<file path="src/rtl/im_port_arbiter.sv">
// -----------------------------------------------------------------------------
// im_port_arbiter
//   Shares the single-port, word-addressed instruction RAM between the IF-stage
//   fetch unit (F) and the program loader / debug port (L). Byte addresses based
//   at BASE_ADDR are translated to word indices; misaligned or out-of-range
//   accesses are granted and consumed but never reach the RAM, and they answer
//   with err=1. F normally wins conflicts, but after STARVE_LIMIT consecutive
//   lost conflicts L wins the next one.
//
// Ports
//   clk, reset          clock (rising edge), async active-low reset
//   f_req/f_addr        fetch read request and byte address
//   f_gnt               fetch accepted this cycle (combinational)
//   f_rvalid/rdata/err  fetch response, one cycle after accept
//   l_req/l_we/l_addr/l_wdata  loader request (read or write)
//   l_gnt               loader accepted this cycle (combinational)
//   l_rvalid/rdata/err  loader response/ack, one cycle after accept
//   mem_en/we/addr/wdata  RAM control, same cycle as the grant
//   mem_rdata           RAM read data, valid the cycle after mem_en
// -----------------------------------------------------------------------------
module im_port_arbiter #(
    parameter logic [31:0] BASE_ADDR    = 32'h0000_3000,
    parameter int          DEPTH_LOG2   = 12,
    parameter int          STARVE_LIMIT = 4
) (
    input  logic                  clk,
    input  logic                  reset,
    input  logic                  f_req,
    input  logic [31:0]           f_addr,
    output logic                  f_gnt,
    output logic                  f_rvalid,
    output logic [31:0]           f_rdata,
    output logic                  f_err,
    input  logic                  l_req,
    input  logic                  l_we,
    input  logic [31:0]           l_addr,
    input  logic [31:0]           l_wdata,
    output logic                  l_gnt,
    output logic                  l_rvalid,
    output logic [31:0]           l_rdata,
    output logic                  l_err,
    output logic                  mem_en,
    output logic                  mem_we,
    output logic [DEPTH_LOG2-1:0] mem_addr,
    output logic [31:0]           mem_wdata,
    input  logic [31:0]           mem_rdata
);

    localparam logic [3:0] LIMIT = STARVE_LIMIT[3:0];

    logic [3:0]  r_starve_cnt;
    logic        r_f_pend;     // response owed to F next cycle
    logic        r_l_pend;     // response owed to L next cycle
    logic        r_err;        // registered address-check result
    logic        r_rd;         // accepted access was a valid read

    logic        w_conflict;
    logic        w_any;
    logic [31:0] w_addr;
    logic [31:0] w_off;
    logic [31:0] w_word;
    logic        w_misalign;
    logic        w_below;
    logic        w_oor;
    logic        w_err;

    // ---------------- arbitration ----------------
    assign w_conflict = f_req & l_req;
    assign w_any      = f_req | l_req;
    // L wins when alone, or when it has lost LIMIT conflicts in a row.
    assign l_gnt      = l_req & (~f_req | (r_starve_cnt == LIMIT));
    assign f_gnt      = f_req & ~l_gnt;

    // ---------------- address check on the granted requester ----------------
    assign w_addr     = l_gnt ? l_addr : f_addr;
    assign w_off      = w_addr - BASE_ADDR;
    assign w_word     = {2'b00, w_off[31:2]};
    assign w_misalign = (w_addr[1:0] != 2'b00);
    assign w_below    = (w_addr < BASE_ADDR);
    // Any word-index bit at or above DEPTH_LOG2 means past the end of the RAM.
    assign w_oor      = ((w_word >> DEPTH_LOG2) != 32'd0);
    assign w_err      = w_misalign | w_below | w_oor;

    // ---------------- memory side ----------------
    assign mem_en     = w_any & ~w_err;
    assign mem_we     = w_any & ~w_err & l_gnt & l_we;
    assign mem_addr   = w_word[DEPTH_LOG2-1:0];
    assign mem_wdata  = l_wdata;

    // ---------------- state ----------------
    always_ff @(posedge clk or negedge reset) begin
        if (!reset) begin
            r_starve_cnt <= 4'd0;
            r_f_pend     <= 1'b0;
            r_l_pend     <= 1'b0;
            r_err        <= 1'b0;
            r_rd         <= 1'b0;
        end else begin
            r_f_pend <= f_gnt;
            r_l_pend <= l_gnt;
            r_err    <= w_any & w_err;
            r_rd     <= w_any & ~w_err & ~(l_gnt & l_we);
            // Count only conflicts L loses; any L grant or idle L restarts it.
            if (!l_req || l_gnt)
                r_starve_cnt <= 4'd0;
            else if (w_conflict && r_starve_cnt != LIMIT)
                r_starve_cnt <= r_starve_cnt + 4'd1;
        end
    end

    // ---------------- response routing ----------------
    // Only the owner of the in-flight access sees data; writes and errors
    // return zero data.
    assign f_rvalid = r_f_pend;
    assign f_err    = r_f_pend & r_err;
    assign f_rdata  = (r_f_pend && r_rd) ? mem_rdata : 32'd0;
    assign l_rvalid = r_l_pend;
    assign l_err    = r_l_pend & r_err;
    assign l_rdata  = (r_l_pend && r_rd) ? mem_rdata : 32'd0;

endmodule

</file>
<file path="config.mk">
export PLATFORM = sky130hd
export DESIGN_NAME = im_port_arbiter
export DESIGN_NICKNAME = d
export VERILOG_FILES = /design/src/rtl/im_port_arbiter.sv
export SDC_FILE = /design/constraint.sdc
export NUM_CORES = 1
export LEC_CHECK = 0
export ABC_AREA = 0
export CAP_MARGIN = 20
export CORE_AREA = 2 2 97 99
export DETAILED_ROUTE_END_ITERATION = 10
export DIE_AREA = 0 0 99 101
export HOLD_SLACK_MARGIN = 0.12
export PLACE_DENSITY = 0.74
export SYNTH_ARGS = -nofsm -noshare
export SYNTH_HDL_FRONTEND = slang
export SYNTH_SLANG_ARGS = --single-unit
</file>
<file path="constraint.sdc">
create_clock -name clk -period 5.2 [get_ports clk]
set_clock_uncertainty 0.15 [all_clocks]
set_input_delay 0.78 -clock clk [delete_from_list [all_inputs] [get_ports clk]]
set_output_delay 0.78 -clock clk [all_outputs]
set_load 0.01 [all_outputs]
</file>
* Yosys cells after proc, flatten, opt, wreduce, memory -nomap -nowiden
Cells that the tools add are included.
Storage, ports and cells: input port bits 133, flip-flop bits (word level) 8, logic and storage cells 42, output and inout bits 116
Cells by class: multiplexer cells 5, add/subtract/negate cells 2, reduce and logical (&&, ||, !) cells 8, equality and inequality tests 2, magnitude comparators 1, bitwise gates (word level) 19
Operators by type and width (count):
- two-way mux 32 bit | 3
- less-than comparator 32 x 14 -> 1 bit (second input constant) | 1
- nonzero test 32 bit | 1
- subtractor 32 x 14 -> 32 bit (second input constant) | 1
- AND 1 bit | 11
- two-way mux 4 bit | 2
- adder 4 x 1 -> 4 bit (second input constant) | 1
- == test 4 x 3 -> 1 bit (second input constant) | 1
- inequality test 4 x 3 -> 1 bit (second input constant) | 1
- inverter 1 bit | 4
- OR 1 bit | 4
- nonzero test 2 bit | 2
- logical AND 1 bit | 3
- logical NOT 1 bit | 1
- logical OR 1 bit | 1

* Depth between registers and ports, before layout
Gate-level depths: netlist of run 1.
word-level depth 11, depth in mapped cells 18, depth with buffers taken out 15

* Worst setup path before layout of run 1
Ideal clock, no wire load.
path kind input-to-output, start input port l_req, end output port mem_we, stages 13, arrival 3845 ps, required time 4270 ps, path slack 425 ps, buffers on the path 2, cells stage by stage a21bo_1 > clkbuf_1 > clkbuf_1 > mux2i_1 > inv_1 > ha_1 > or4_1 > nor4_1 > xnor2_1 > a31oi_1 > a2111oi_4 > o211ai_2 > nor2_1
Between the ends: cells in the longest elaborated chain, start to end 9, elaborated cells on any way between the ends 13, those cells by class add/sub (1); order compare (1); mux (1); bitwise (8); reduce/logical (2)
RTL lines:
- start: declaration | RTL line 34 | input logic l_req,
- AND 1 bit | RTL line 71 | assign l_gnt = l_req & (~f_req | (r_starve_cnt == LIMIT));
- two-way mux 32 bit | RTL line 75 | assign w_addr = l_gnt ? l_addr : f_addr;
- subtractor 32 x 14 -> 32 bit (tied with other cells) | RTL line 76 | assign w_off = w_addr - BASE_ADDR;
- nonzero test 32 bit / OR 1 bit (equally long branches) | RTL line 81, 82
- OR 1 bit | RTL line 82 | assign w_err = w_misalign | w_below | w_oor;
- inverter 1 bit | RTL line 86 | assign mem_we = w_any & ~w_err & l_gnt & l_we;
- AND 1 bit | RTL line 86
- AND 1 bit * (2 in a row) | RTL line 86
- end: declaration | RTL line 43 | output logic mem_we,
Every way passes the cells marked *; elsewhere a longest branch is shown, timed or not.

* Worst setup path in the final report of run 1
start input port l_req, end output port mem_en
Between the ends: cells in the longest elaborated chain, start to end 7, elaborated cells on any way between the ends 11, those cells by class add/sub (1); order compare (1); mux (1); bitwise (6); reduce/logical (2)
RTL lines:
- AND 1 bit | RTL line 71
- two-way mux 32 bit | RTL line 75
- subtractor 32 x 14 -> 32 bit (tied with other cells) | RTL line 76
- nonzero test 32 bit / OR 1 bit (equally long branches) | RTL line 81, 82
- OR 1 bit | RTL line 82
- inverter 1 bit | RTL line 85 | assign mem_en = w_any & ~w_err;
- AND 1 bit * | RTL line 85
- end: declaration | RTL line 42 | output logic mem_en,
Marks and branches as above.

==> results of run 1 <==
[cells by family (layout without fill, tap and decap cells)]
logic type      Yosys count  in the layout  synth area share
simple gates            169            169            0.4928
fa+ha+maj                 3              3           0.01953
flops                     8              8            0.1042
compound gates           29             29            0.1198
xor+xnor                  7              7           0.03190
mux                       9              9           0.05534
buf+inv                  58            208            0.1764
[report_power, final]
part	internal [W]	total, W	switching (W)
clock	0.0000500	0.0000727	0.0000227
sequential	0.0000645	0.0000719	0.00000744
combinational	0.000113	0.000181	0.0000671
total	0.000228	0.000325	0.0000972
[final cells by class]
cell class                 instances  area share
clock buffer                       3     0.01098
timing repair buffer             198      0.5210
sequential                         8     0.05323
multi-input combinational        217      0.3709
inverter                           7    0.006986
tap                              111     0.03693
[stage by stage]
stage / area, sq um / power, W
final: 3761 / 0.0003252
after global routing: 3761 / 0.0003461
after CTS: 3714 / 0.0003256
after detailed placement: 3672 / 0.0002517
after global placement: 3672 / 0.0002488
after floorplan: 1922 / 0.0001493
[repair_timing]
action | CTS | global route
buffers inserted | 0 | 2
setup endpoints to repair | 2 | 2
resized for setup | 1 | 5
gates cloned | 0 | 0
pin swaps | 0 | 1
[cell usage after synthesis (3+ instances only)]
| cell | n |
|---|---|
| and3_1 | 64 |
| nand2_1 | 37 |
| buf_4 | 32 |
| nor2_1 | 18 |
| clkbuf_1 | 17 |
| nor4_1 | 9 |
| dfrtp_1 | 8 |
| nor3_1 | 7 |
| inv_1 | 6 |
| or4_1 | 6 |
| mux2i_1 | 5 |
| o21ai_0 | 5 |
| a21oi_1 | 4 |
| a31oi_1 | 4 |
| nand3_1 | 4 |
| nand3b_1 | 4 |
| xnor2_1 | 4 |
| and2_1 | 3 |
| ha_1 | 3 |
| nor2b_1 | 3 |
| nor4b_1 | 3 |
| xor2_1 | 3 |
[cells in the final DEF, fill, tap and decap left out, types with 4 or more instances in the layout]
cell             count
and3_1              64
clkdlybuf4s50_1    182
nand3b_1             4
o21ai_0              5
nor3_1               7
nand3_1              4
inv_1                6
xnor2_1              4
nand2_1             37
nor2_1              17
a31oi_1              4
mux2i_1              4
a21oi_1              4
nor4_1               8
buf_4               13
dfrtp_1              8
or4_1                6
[worst min path at each step]
stage,from,endpoint,cells past startpoint
after floorplan,r_starve_cnt[0],r_starve_cnt[0],1
after CTS,r_starve_cnt[0],r_starve_cnt[0],1
after global placement,r_starve_cnt[0],r_starve_cnt[0],1
after detailed placement,r_starve_cnt[0],r_starve_cnt[0],1
final,r_starve_cnt[0],r_starve_cnt[0],1
after global routing,r_starve_cnt[0],r_starve_cnt[0],1
[metal layers]
| layer | share of wire | GRT usage |
|---|---|---|
| met3 | 0.092 | 0.02635 |
| met5 | 0 | 0 |
| met4 | 0.014 | 0.04426 |
| met2 | 0.51 | 0.2677 |
| met1 | 0.39 | 0.1619 |
[registers in the layout, summed over array words and instances (netlist names)]
register,count
r_rd,1
f_rvalid,1
l_rvalid,1
r_starve_cnt,4
r_err,1
[critical path, delay by kind of cell]
kind | cells | cell delay, ns
fa+ha+maj | 1 | 0.19
compound gates | 4 | 0.96
simple gates | 3 | 0.71
buf+inv | 3 | 0.75
xor+xnor | 1 | 0.15
mux | 1 | 0.23
==> key figures, run 1 <==
Outcome
  – Status: finished, final reports clean

Power and ir drop
  – LEAKAGE: approximately 1.7 nW
  – VDD IR max: 0.05481 mV
  – Power per cell area: between 80 and 90 nW/um^2

Worst setup path
  – Worst EP arrival: 3.76 ns
  – Worst setup SP type: input port
  – Crit path largest cell delay: about 0.48 ns
  – Critical path data required time: 4.27 ns
  – CP Launch Point: l_req
  – Flop2flop setup slack: 1.77 ns
  – Reg2reg end: r_rd
  – CP max FO: 5
  – FF-to-FF Start: r_starve_cnt[0]
  – Crit end category: output port
  – Crit-path cells: clkdlybuf4s50_1, a21bo_2, mux2i_2, inv_1, ha_1, or4_1, nor4_2, xnor2_1, a31oi_1, a2111oi_4, o211ai_2, nor2_1, dlymetal6s2s_1
  – Crit path capture: mem_en
  – Slowest cell on crit path: clkdlybuf4s50_1
  – R2R cell count: 15
  – Critical path class: input port to output port

Synthesis
  – Async set or reset register ratio after synthesis: 1.000
  – Cells after Synth: about 280
  – Post-synth net total: 419
  – Most common flop cell mapped by yosys: dfrtp_1
  – Synth cell types: 49
  – Area contributors post-synth: and3_1 21%, buf_4 13%, dfrtp_1 10%, nand2_1 7.2%, nor2_1 3.5%
  – Post-synth EDFFs: 0
  – Sequential area share after synthesis: 0.1042
  – Avg Cell Area, Syn: a little under 7 sq um
  – Mapped cell area: about 1900 sq um
  – #FFs+latches synth: 8
  – Top-area cell type share of the netlist area: 0.2083
  – Dominant cell type by area after synthesis: and3_1
  – Syn. warnings: 0

Final layout
  – Area grow syn2layout: 95.70%
  – Non-Filler Instances: around 540
  – Ant. Diodes: 0
  – FILL cells: 930
  – Storage cell area: about 200 sq um
  – Layout cells sized above 1: 0.07390
  – Post-layout util: 0.4190
  – Area of the multi-input gates: 1395 sq um
  – Layout Nets: between 500 and 600

Drt
  – Antenna-violating nets left: 0
  – Pre-Repair DR Iteration Count: 4
  – Total routed wirelength: 7.913 mm
  – Initial DRC count: 82
  – Residual DRC: 0
  – Via density: about 4.9
  – DR vias: 2646
  – WL/cell: 14.55 microns

Place
  – Placed cells: 538
  – GP Congestion: 0.8369
  – Quantity of I/O buffers inserted on ports: 184
  – Post-DP HPWL: 6.780 mm
  – Setup WS pre-CTS: -0.02919 ns

STA
  – Max-slew violations: 0
  – Final worst slack: between 0.5 and 0.6 ns
  – Fin crit period: 4.687 ns
  – Final setup viols: 0
  – Slew margin rel.: 0.4823
  – Setup TNS Final: 0 ns
  – Final worst path period share: 0.9013
  – Final hold violation count: 0
  – RSZ-0062 raised after global routing: no
  – Worst Max-Slew Pin Slew: 0.7766 ns
  – Fmax achieved: 213.4 MHz
  – Hold WS: between 0.3 and 0.4 ns

Min path
  – Hold Path Class: flip-flop to flip-flop

Floorplanning
  – Die W: 99 microns
  – I/O pin total: 249
  – Die H: roughly 100 microns
  – Initial Util: 0.2141
  – Area of the core: 8977 sq um
  – Die Footprint: 9999 sq um
  – Row count: 35

GRT
  – Tot GR Track Use: 0.1423
  – Largest net degree at the start of global routing: 65
  – Initial antenna violation count: 0
  – First-pass GRT wire length: 11.63 mm
  – GRT Residual Overflow: 0
  – Vias in the first global route: 2378

CTS
  – Worst-path clk slew: about 0.040 ns
  – Num Clock Sinks: 8
  – CTS Buf Count: 3
  – H-tree Lvls: 1
  – Clock Latency Late Sink: 0.23 ns
  – CTS tree: yes
  – Max Buffers Root-to-Sink: 2
  – CTS Root Cell: clkbuf_8
  – Post-CTS Hold Fix Bufs: 0

Flow run
  – Max-cap violations: 0
Power figures use the tool's default switching activity.
==> run 2: changes to the inputs <==
SLEW_MARGIN = 20   (was not set)
==> run 2 against run 1 <==
  * Count of clock-buffer cells in the layout is the same
  * Critical endpoint unchanged
  * Combinational power is essentially flat
  * Highest routed layer unchanged
  * Clock power hardly changed
==> key figures, run 2 (synthesis results as in run 1) <==
Outcome
  – Status: finished, final reports clean (unchanged)

Power and ir drop
  – Switching power: 0.00009731 W (was 0.00009723 W)
  – Power share of the clock group: 0.224 (was 0.223)
  – Sw frac: 0.2992 (was 0.2990)
  – LEAKAGE: 1.659 nW (was 1.668 nW)
  – Sequential Power Share: 0.221 (about the same)
  – Power per cell area: 86.80 nW/um^2 (was 86.46 nW/um^2)
  – Int Power: 0.0002280 W (about the same)
  – VDD IR max: 0.05482 mV (was 0.05481 mV)
  – Logic pwr share: 0.555 (about the same)

Final layout
  – Area of the multi-input gates: 1395 sq um (unchanged)
  – Storage cell area: 201.4 sq um (was 200.2 sq um)
  – Area grow syn2layout: 94.99% (was 95.70%)
  – Layout Nets: 570 (was 571)
  – Ant. Diodes: 0 (unchanged)
  – Largest register FFs: 4 (unchanged)
  – Register with the most flip-flops: r_starve_cnt (unchanged)
  – Most frequent cells in the layout: 182 x clkdlybuf4s50_1, 64 x and3_1, 37 x nand2_1 (unchanged)
  – Commonest non-fill, non-tap cell in the layout: clkdlybuf4s50_1 (unchanged)
  – Post-layout util: 0.4174 (was 0.4190)
  – Layout cells sized above 1: 0.07407 (was 0.07390)
  – FILL cells: 932 (was 930)

Place
  – GP Congestion: 0.8369 (unchanged)
  – Quantity of I/O buffers inserted on ports: 184 (unchanged)
  – Setup WS pre-CTS: -0.02919 ns (unchanged)
  – Post-DP HPWL: 6.780 mm (unchanged)

Drt
  – Pre-Repair DR Iteration Count: 4 (unchanged)
  – DR vias: 2639 (was 2646)
  – Residual DRC: 0 (unchanged)
  – WL/cell: 14.56 microns (was 14.55 microns)
  – Initial DRC count: 62 (was 82)
  – Total routed wirelength: 7.904 mm (was 7.913 mm)
  – Antenna-violating nets left: 0 (unchanged)
  – Via density: 4.860 (was 4.864)

STA
  – Fin crit period: 4.684 ns (was 4.687 ns)
  – Worst Max-Slew Pin Slew: 0.7781 ns (was 0.7766 ns)
  – Final worst slack: 0.5158 ns (was 0.5134 ns)
  – Slew margin rel.: 0.4813 (was 0.4823)
  – RSZ-0062 raised after global routing: no (unchanged)
  – Final hold violation count: 0 (unchanged)
  – Final setup viols: 0 (unchanged)
  – Fmax achieved: 213.5 MHz (was 213.4 MHz)
  – Final worst path period share: 0.9008 (was 0.9013)
  – Max-slew violations: 0 (unchanged)

GRT
  – GRT Residual Overflow: 0 (unchanged)
  – First-pass GRT wire length: 11.63 mm (unchanged)
  – Initial antenna violation count: 0 (unchanged)
  – Largest net degree at the start of global routing: 65 (unchanged)
  – Tot GR Track Use: 0.1423 (unchanged)
  – Vias in the first global route: 2378 (unchanged)

CTS
  – CTS tree: yes (unchanged)
  – Clock Latency Late Sink: 0.23 ns (about the same)
  – Max Buffers Root-to-Sink: 2 (unchanged)
  – CTS Buf Count: 3 (unchanged)
  – H-tree Lvls: 1 (unchanged)
  – Post-CTS Hold Fix Bufs: 0 (unchanged)
  – Worst-path clk slew: 0.04 ns (about the same)
  – CTS Root Cell: clkbuf_8 (unchanged)
  – Num Clock Sinks: 8 (unchanged)

Worst setup path
  – Slowest cell on crit path: clkdlybuf4s50_1 (unchanged)
  – Worst setup SP type: input port (unchanged)
  – Crit path largest cell delay: 0.48 ns (about the same)
  – Crit-path cells: clkdlybuf4s50_1, a21bo_2, mux2i_2, inv_1, ha_1, or4_1, nor4_2, xnor2_1, a31oi_1, a2111oi_4, o211ai_2, nor2_1, dlymetal6s2s_1 (unchanged)
  – Critical path class: input port to output port (unchanged)
  – Worst EP arrival: 3.75 ns (was 3.76 ns)
  – Critical path data required time: 4.27 ns (about the same)
  – CP max FO: 5 (unchanged)
  – Crit end category: output port (unchanged)

Floorplanning
  – I/O pin total: 249 (unchanged)
  – Die W: 99 microns (unchanged)
  – Initial Util: 0.2141 (unchanged)
  – Die Footprint: 9999 sq um (unchanged)
  – Die H: 101 microns (unchanged)
  – Area of the core: 8977 sq um (unchanged)
  – Row count: 35 (unchanged)

Flow run
  – Max-cap violations: 0 (unchanged)

Min path
  – Hold Path Class: flip-flop to flip-flop (unchanged)
==> run 2: critical path, delay by kind of cell <==
family	cells	cell delay [ns]
buffers and inverters	3	0.74
AND/OR/NAND/NOR	3	0.71
XOR/XNOR	1	0.15
adder cells (fa/ha/maj)	1	0.19
AO/OA/AOI/OAI	4	0.96
multiplexers	1	0.22
==> run 2: cell type report <==
cell class | instances | area share
clock buffers | 3 | 0.01102
multi-input cells | 217 | 0.3723
well taps | 111 | 0.03706
inverters | 7 | 0.007012
repair buffers | 197 | 0.5189
flip-flops and latches | 8 | 0.05376
==> run 2: final timing paths <==
| path | start | cells past startpoint | to | slack (ns) |
|---|---|---|---|---|
| setup / recovery | l_req | 13 | mem_en | 0.52 |
| hold / removal | r_starve_cnt[0] | 1 | r_starve_cnt[0] | 0.34 |
| setup reg to reg | r_starve_cnt[0] | 15 | r_rd | 1.76 |
| hold reg to reg | r_starve_cnt[0] | 1 | r_starve_cnt[0] | 0.34 |
| max in group asynchronous | reset | 1 | r_rd | 3.94 |
| min in group asynchronous | reset | 1 | f_rvalid | 0.68 |
==> run 2: power groups by stage <==
| stage | logic (W) | clock network, W | registers [W] |
|---|---|---|---|
| 2_1_floorplan | 0.0000817 | 0 | 0.0000676 |
| 3_3_place_gp | 0.000176 | 0 | 0.0000724 |
| 3_5_place_dp | 0.000179 | 0 | 0.0000728 |
| 4_1_cts | 0.000180 | 0.0000736 | 0.0000720 |
| 5_1_grt | 0.000195 | 0.0000791 | 0.0000730 |
| 6_report | 0.000180 | 0.0000729 | 0.0000719 |
==> run 2: metrics by stage <==
step | total power [W] | setup TNS (ns) | hold slack, ns | cell area [sq um] | std cells
floorplan | 0.0001493 | 0 | 0.3031 | 1922 | 283
global placement | 0.0002488 | 0 | 0.3265 | 3672 | 538
detailed placement | 0.0002517 | -0.02919 | 0.3370 | 3672 | 538
CTS | 0.0003256 | 0 | 0.3419 | 3714 | 541
global route | 0.0003472 | 0 | 0.3803 | 3747 | 543
finish | 0.0003253 | 0 | 0.3401 | 3747 | 543
==> run 2: routing by layer <==
metal,global-route usage,part of all wire,up-vias
li1,-,-,1288
met1,0.1619,0.38,1204
met2,0.2677,0.51,137
met3,0.02635,0.091,10
met4,0.04426,0.014,0
met5,0,0,-
==> run 2: what timing repair did <==
item	in CTS	in global routing
pin swaps	0	1
endpoints found under the setup margin	2	2
cloned	0	0
resized for setup	1	5
setup buffers	0	2
==> patch 1, RTL diff (flow settings as in run 2) <==
The parameter `DEPTH_LOG2` goes from 12 to 11.
--- a/src/rtl/im_port_arbiter.sv
+++ b/src/rtl/im_port_arbiter.sv
@@ -20,7 +20,7 @@
 // -----------------------------------------------------------------------------
 module im_port_arbiter #(
     parameter logic [31:0] BASE_ADDR    = 32'h0000_3000,
-    parameter int          DEPTH_LOG2   = 12,
+    parameter int          DEPTH_LOG2   = 11,
     parameter int          STARVE_LIMIT = 4
 ) (
     input  logic                  clk,
Ports: changed (resized mem_addr); port bits go from 249 to 248. No check against the original RTL was run, so the function may have changed too.
==> patch 1 against run 2 <==
Routed wire length fell by 5.7%. Setup slack lost 150 ps. Fmax shrank 3.2%. Synthesized area shrank 5.3%. Design area is 3.1% lower. Sequential cell count is the same. Total power decreased by 3.8%. Count of clock-buffer cells in the layout is the same. Largest cell class unchanged. Highest routed layer unchanged.
==> patch 1: results (changes against run 2) <==
- Post-synthesis sequential area ratio: 11.00% (was 10.42%)
- Port Buffer Count: 183 (was 184)
- Static Leak: 1.551 nW (was 1.659 nW)
- Commonest cells post-synth: 65 x and3_1, 32 x buf_4, 16 x clkbuf_1, 13 x mux2_2, 13 x nor4_1 (was 64 x and3_1, 37 x nand2_1, 32 x buf_4, 18 x nor2_1, 17 x clkbuf_1)
- Syn Nets: 379 (was 419)
- Data arrival, critical path: 3910 ps (was 3750 ps)
- CTS Buf Count: 3 (unchanged)
- Synthesis Warnings: 0 (unchanged)
- Post_cts resized: 0 (was 1)
- FFs w/ async S/R, synth: 100.0% (unchanged)
- Count of different cell masters after synthesis: 46 (was 49)
- Routability cong.: 0.9062 (was 0.8369)
- Number of global-route vias before repair: 2257 (was 2378)
- Synth top area cells: and3_1 22%, buf_4 13%, dfrtp_1 11%, mux2_2 8.0%, nor4_1 4.5% (was and3_1 21%, buf_4 13%, dfrtp_1 10%, nand2_1 7.2%, nor2_1 3.5%)
- Clock slew at reported path FFs: 40 ps (about the same)
- Crit-path max FO: 7 (was 5)
- First-pass GRT wire length: 11.14 mm (was 11.63 mm)
- Post-DP HPWL: 6.339 mm (was 6.780 mm)
- Latest clock arrival within the worst-skew pair: 230 ps (about the same)
- Status: completed (unchanged)
- Slowest cell delay on critical path: 480 ps (about the same)
- Share of post-route cells with drive strength above 1: 9.819% (was 7.407%)
- Placed cell areas: 3522 um2 (was 3672 um2)
- Max transition margin: 45.79% (was 48.13%)
- Highest ir drop seen on vdd: 0.05388 mV (was 0.05482 mV)
- Max clock buf depth: 2 (unchanged)
## patch 1: path summary, 6_finish.rpt
path | slack [ps] | cells after the start | end
worst min-delay path | 360 | 1 | r_starve_cnt[0]
worst min register to register | 360 | 1 | r_starve_cnt[0]
min in group asynchronous | 680 | 1 | r_starve_cnt[3]
max in group asynchronous | 3920 | 1 | r_rd
worst max register to register | 1670 | 14 | r_rd
worst max-delay path | 360 | 13 | mem_en
## patch 1: cells by family after synthesis
family / share of synthesized area, %
DFF: 11.00
adders and majority gates: 2.062
and+or+nand+nor: 42.68
buffers and inverters: 18.08
xor gates and xnor gates: 4.330
AOI/OAI and AO/OA: 10.93
muxes: 10.93
## patch 1: cell type report
class,count,share of cell area [%]
multi-input cells,180,36.66
well taps,111,3.825
clock buffers,3,1.137
inverters,5,0.5169
flip-flops and latches,8,5.548
repair buffers,191,52.31
## patch 1: per-stage QoR
step	utilization [%]	hold WS (ps)	setup WS [ps]	power, W	std cells
finish	40.45	357.9	361.6	0.0003129	498
global route	40.45	387.8	123.0	0.0003310	498
CTS	39.69	349.3	2.420	0.0003134	494
detailed placement	39.23	343.9	25.34	0.0002356	491
global placement	39.23	326.5	63.51	0.0002342	491
floorplan	-	303.1	39.95	0.0001416	243
## patch 1: per-layer routing
layer | global-route usage, % | share of wire [%] | vias up
li1 | - | - | 1167
met1 | 14.91 | 36 | 1088
met2 | 24.58 | 48 | 192
met3 | 5.132 | 14 | 8
met4 | 5.690 | 2.1 | 0
met5 | 0 | 0 | -
## patch 1: power breakdown
group	internal (W)	leakage, nW	total, W	switching, W
Sequential	0.0000645	0.103	0.0000722	0.00000771
Combinational	0.000108	1.43	0.000166	0.0000588
Clock	0.0000501	0.0216	0.0000744	0.0000243
Total	0.000222	1.55	0.000313	0.0000907
==> patch 2, RTL diff (flow settings as in run 2) <==
Made on the original files. Reset style: synchronous (`reset`), changed in one clocked block. Comments in the files are not updated.
--- a/src/rtl/im_port_arbiter.sv
+++ b/src/rtl/im_port_arbiter.sv
@@ -88,7 +88,7 @@
     assign mem_wdata  = l_wdata;
 
     // ---------------- state ----------------
-    always_ff @(posedge clk or negedge reset) begin
+    always_ff @(posedge clk) begin
         if (!reset) begin
             r_starve_cnt <= 4'd0;
             r_f_pend     <= 1'b0;
Function: differs if reset is asserted again (counterexample within 4 cycles, from zero or initial values and one cycle with reset low); with reset held inactive, the same outputs for 10 cycles.
==> patch 2 against run 2 <==
Total power down 7.1%. Utilization shrank 2.2 points. Routed wire length fell by 7.0%. Setup slack got worse by 310 ps. Design area fell by 5.2%. Die area unchanged. First-iteration DRC count rose by 48%. Critical path depth up 2. Sequential cell count did not move. Synthesized area decreased by 10%. Highest routed layer unchanged.
==> patch 2: results (changes against run 2) <==
- Place WS: 19.68 ps (was -29.19 ps)
- Routability cong.: 0.8568 (was 0.8369)
- FFs w/ async S/R, synth: 0% (was 100.0%)
- WL met3: 809 um (was 722 um)
- Family with the most delay on the worst path: buffers and inverters (was compound AO/OA/AOI/OAI gates)
- Synth Flop Type: dfxtp_1 (was dfrtp_1)
- Detailed Route WL: 7.351 mm (was 7.904 mm)
- Syn Nets: 406 (was 419)
- R2R setup slack: 1890 ps (was 1760 ps)
- Initial drt markers: 92 (was 62)
- Gr usage total: 13.22% (was 14.23%)
- Top sig layer: met4 (unchanged)
- First-pass GRT wire length: 11.04 mm (was 11.63 mm)
- Filler cells: 928 (was 932)
- Data arrival, critical path: 4060 ps (was 3750 ps)
- Post-synthesis sequential area ratio: 9.282% (was 10.42%)
- Total number of vias: 2507 (was 2639)
- Status: completed (unchanged)
- NumNets Final: 555 (was 570)
- Placed cell areas: 3452 um2 (was 3672 um2)
- F_max: 200.2 MHz (was 213.5 MHz)
- Met1 Use GR: 14.93% (was 16.19%)
- Count of different cell masters after synthesis: 46 (was 49)
- Commonest cells post-synth: 66 x and3_1, 41 x nand2_1, 32 x buf_4, 17 x nor2_1, 14 x clkbuf_1 (was 64 x and3_1, 37 x nand2_1, 32 x buf_4, 18 x nor2_1, 17 x clkbuf_1)
- Max transition margin: 40.50% (was 48.13%)
- Met3 Use GR: 3.953% (was 2.635%)
- Static Leak: 1.559 nW (was 1.659 nW)
- Highest ir drop seen on vdd: 0.06083 mV (was 0.05482 mV)
- Synth top area cells: and3_1 24%, buf_4 14%, dfxtp_1 9.3%, nand2_1 8.9%, nor2_1 3.7% (was and3_1 21%, buf_4 13%, dfrtp_1 10%, nand2_1 7.2%, nor2_1 3.5%)
- Sw frac: 28.32% (was 29.92%)
- Routed met2 length: 3.683 mm (was 4.046 mm)
- Share of post-route cells with drive strength above 1: 6.715% (was 7.407%)
- Met2 global-route usage: 25.05% (was 26.77%)
- Number of global-route vias before repair: 2335 (was 2378)
- Post-DP HPWL: 6.151 mm (was 6.780 mm)
- DRT met1 WL: 2.811 mm (was 3.026 mm)
- Biggest register: r_starve_cnt (unchanged)
- Slowest cell delay on critical path: 560 ps (was 480 ps)
patch 2: kinds of logic (layout without fill, tap and decap cells):
logic type / Yosys count / after routing / share of synthesized area [%]
flops: 8 / 8 / 9.282
simple gates: 160 / 160 / 50.62
compound gates: 29 / 29 / 12.18
fa+ha+maj: 3 / 3 / 2.176
buf+inv: 59 / 206 / 19.94
xor+xnor: 9 / 9 / 4.569
mux: 2 / 2 / 1.233
patch 2: power groups by stage:
| stage | logic (W) | registers (W) | clock network (W) |
|---|---|---|---|
| floorplan | 0.0000702 | 0.0000659 | 0 |
| global placement | 0.000157 | 0.0000701 | 0 |
| detailed placement | 0.000158 | 0.0000705 | 0 |
| CTS | 0.000160 | 0.0000694 | 0.0000745 |
| global route | 0.000173 | 0.0000702 | 0.0000788 |
| finish | 0.000161 | 0.0000693 | 0.0000718 |
patch 2: path summary, 6_finish.rpt:
kind | depth (start not counted) | from | to
setup / recovery | 15 | l_req | mem_we
hold / removal | 1 | r_starve_cnt[0] | r_starve_cnt[0]
setup reg to reg | 17 | r_starve_cnt[0] | r_err
hold reg to reg | 1 | r_starve_cnt[0] | r_starve_cnt[0]
patch 2: final cells by class:
class,count,area (um2),area share (%)
clock buffer,3,41.29,1.162
timing repair buffer,193,1912,53.80
multi-input combinational,203,1264,35.56
inverter,10,37.54,1.056
sequential,8,160.2,4.507
tap,111,138.9,3.908
patch 2: stage by stage:
step	hold WS, ps	instances
floorplan	279.7	270
global placement	291.9	523
detailed placement	310.7	523
CTS	319.8	527
global route	366.0	528
finish	315.4	528
patch 2: what timing repair did:
| item | 4_1_cts | 5_1_grt |
|---|---|---|
| setup buffers | 1 | 1 |
| gates cloned | 0 | 0 |
| pin swaps | 0 | 2 |
| resized for setup | 1 | 8 |
| endpoints found under the setup margin | 1 | 2 |
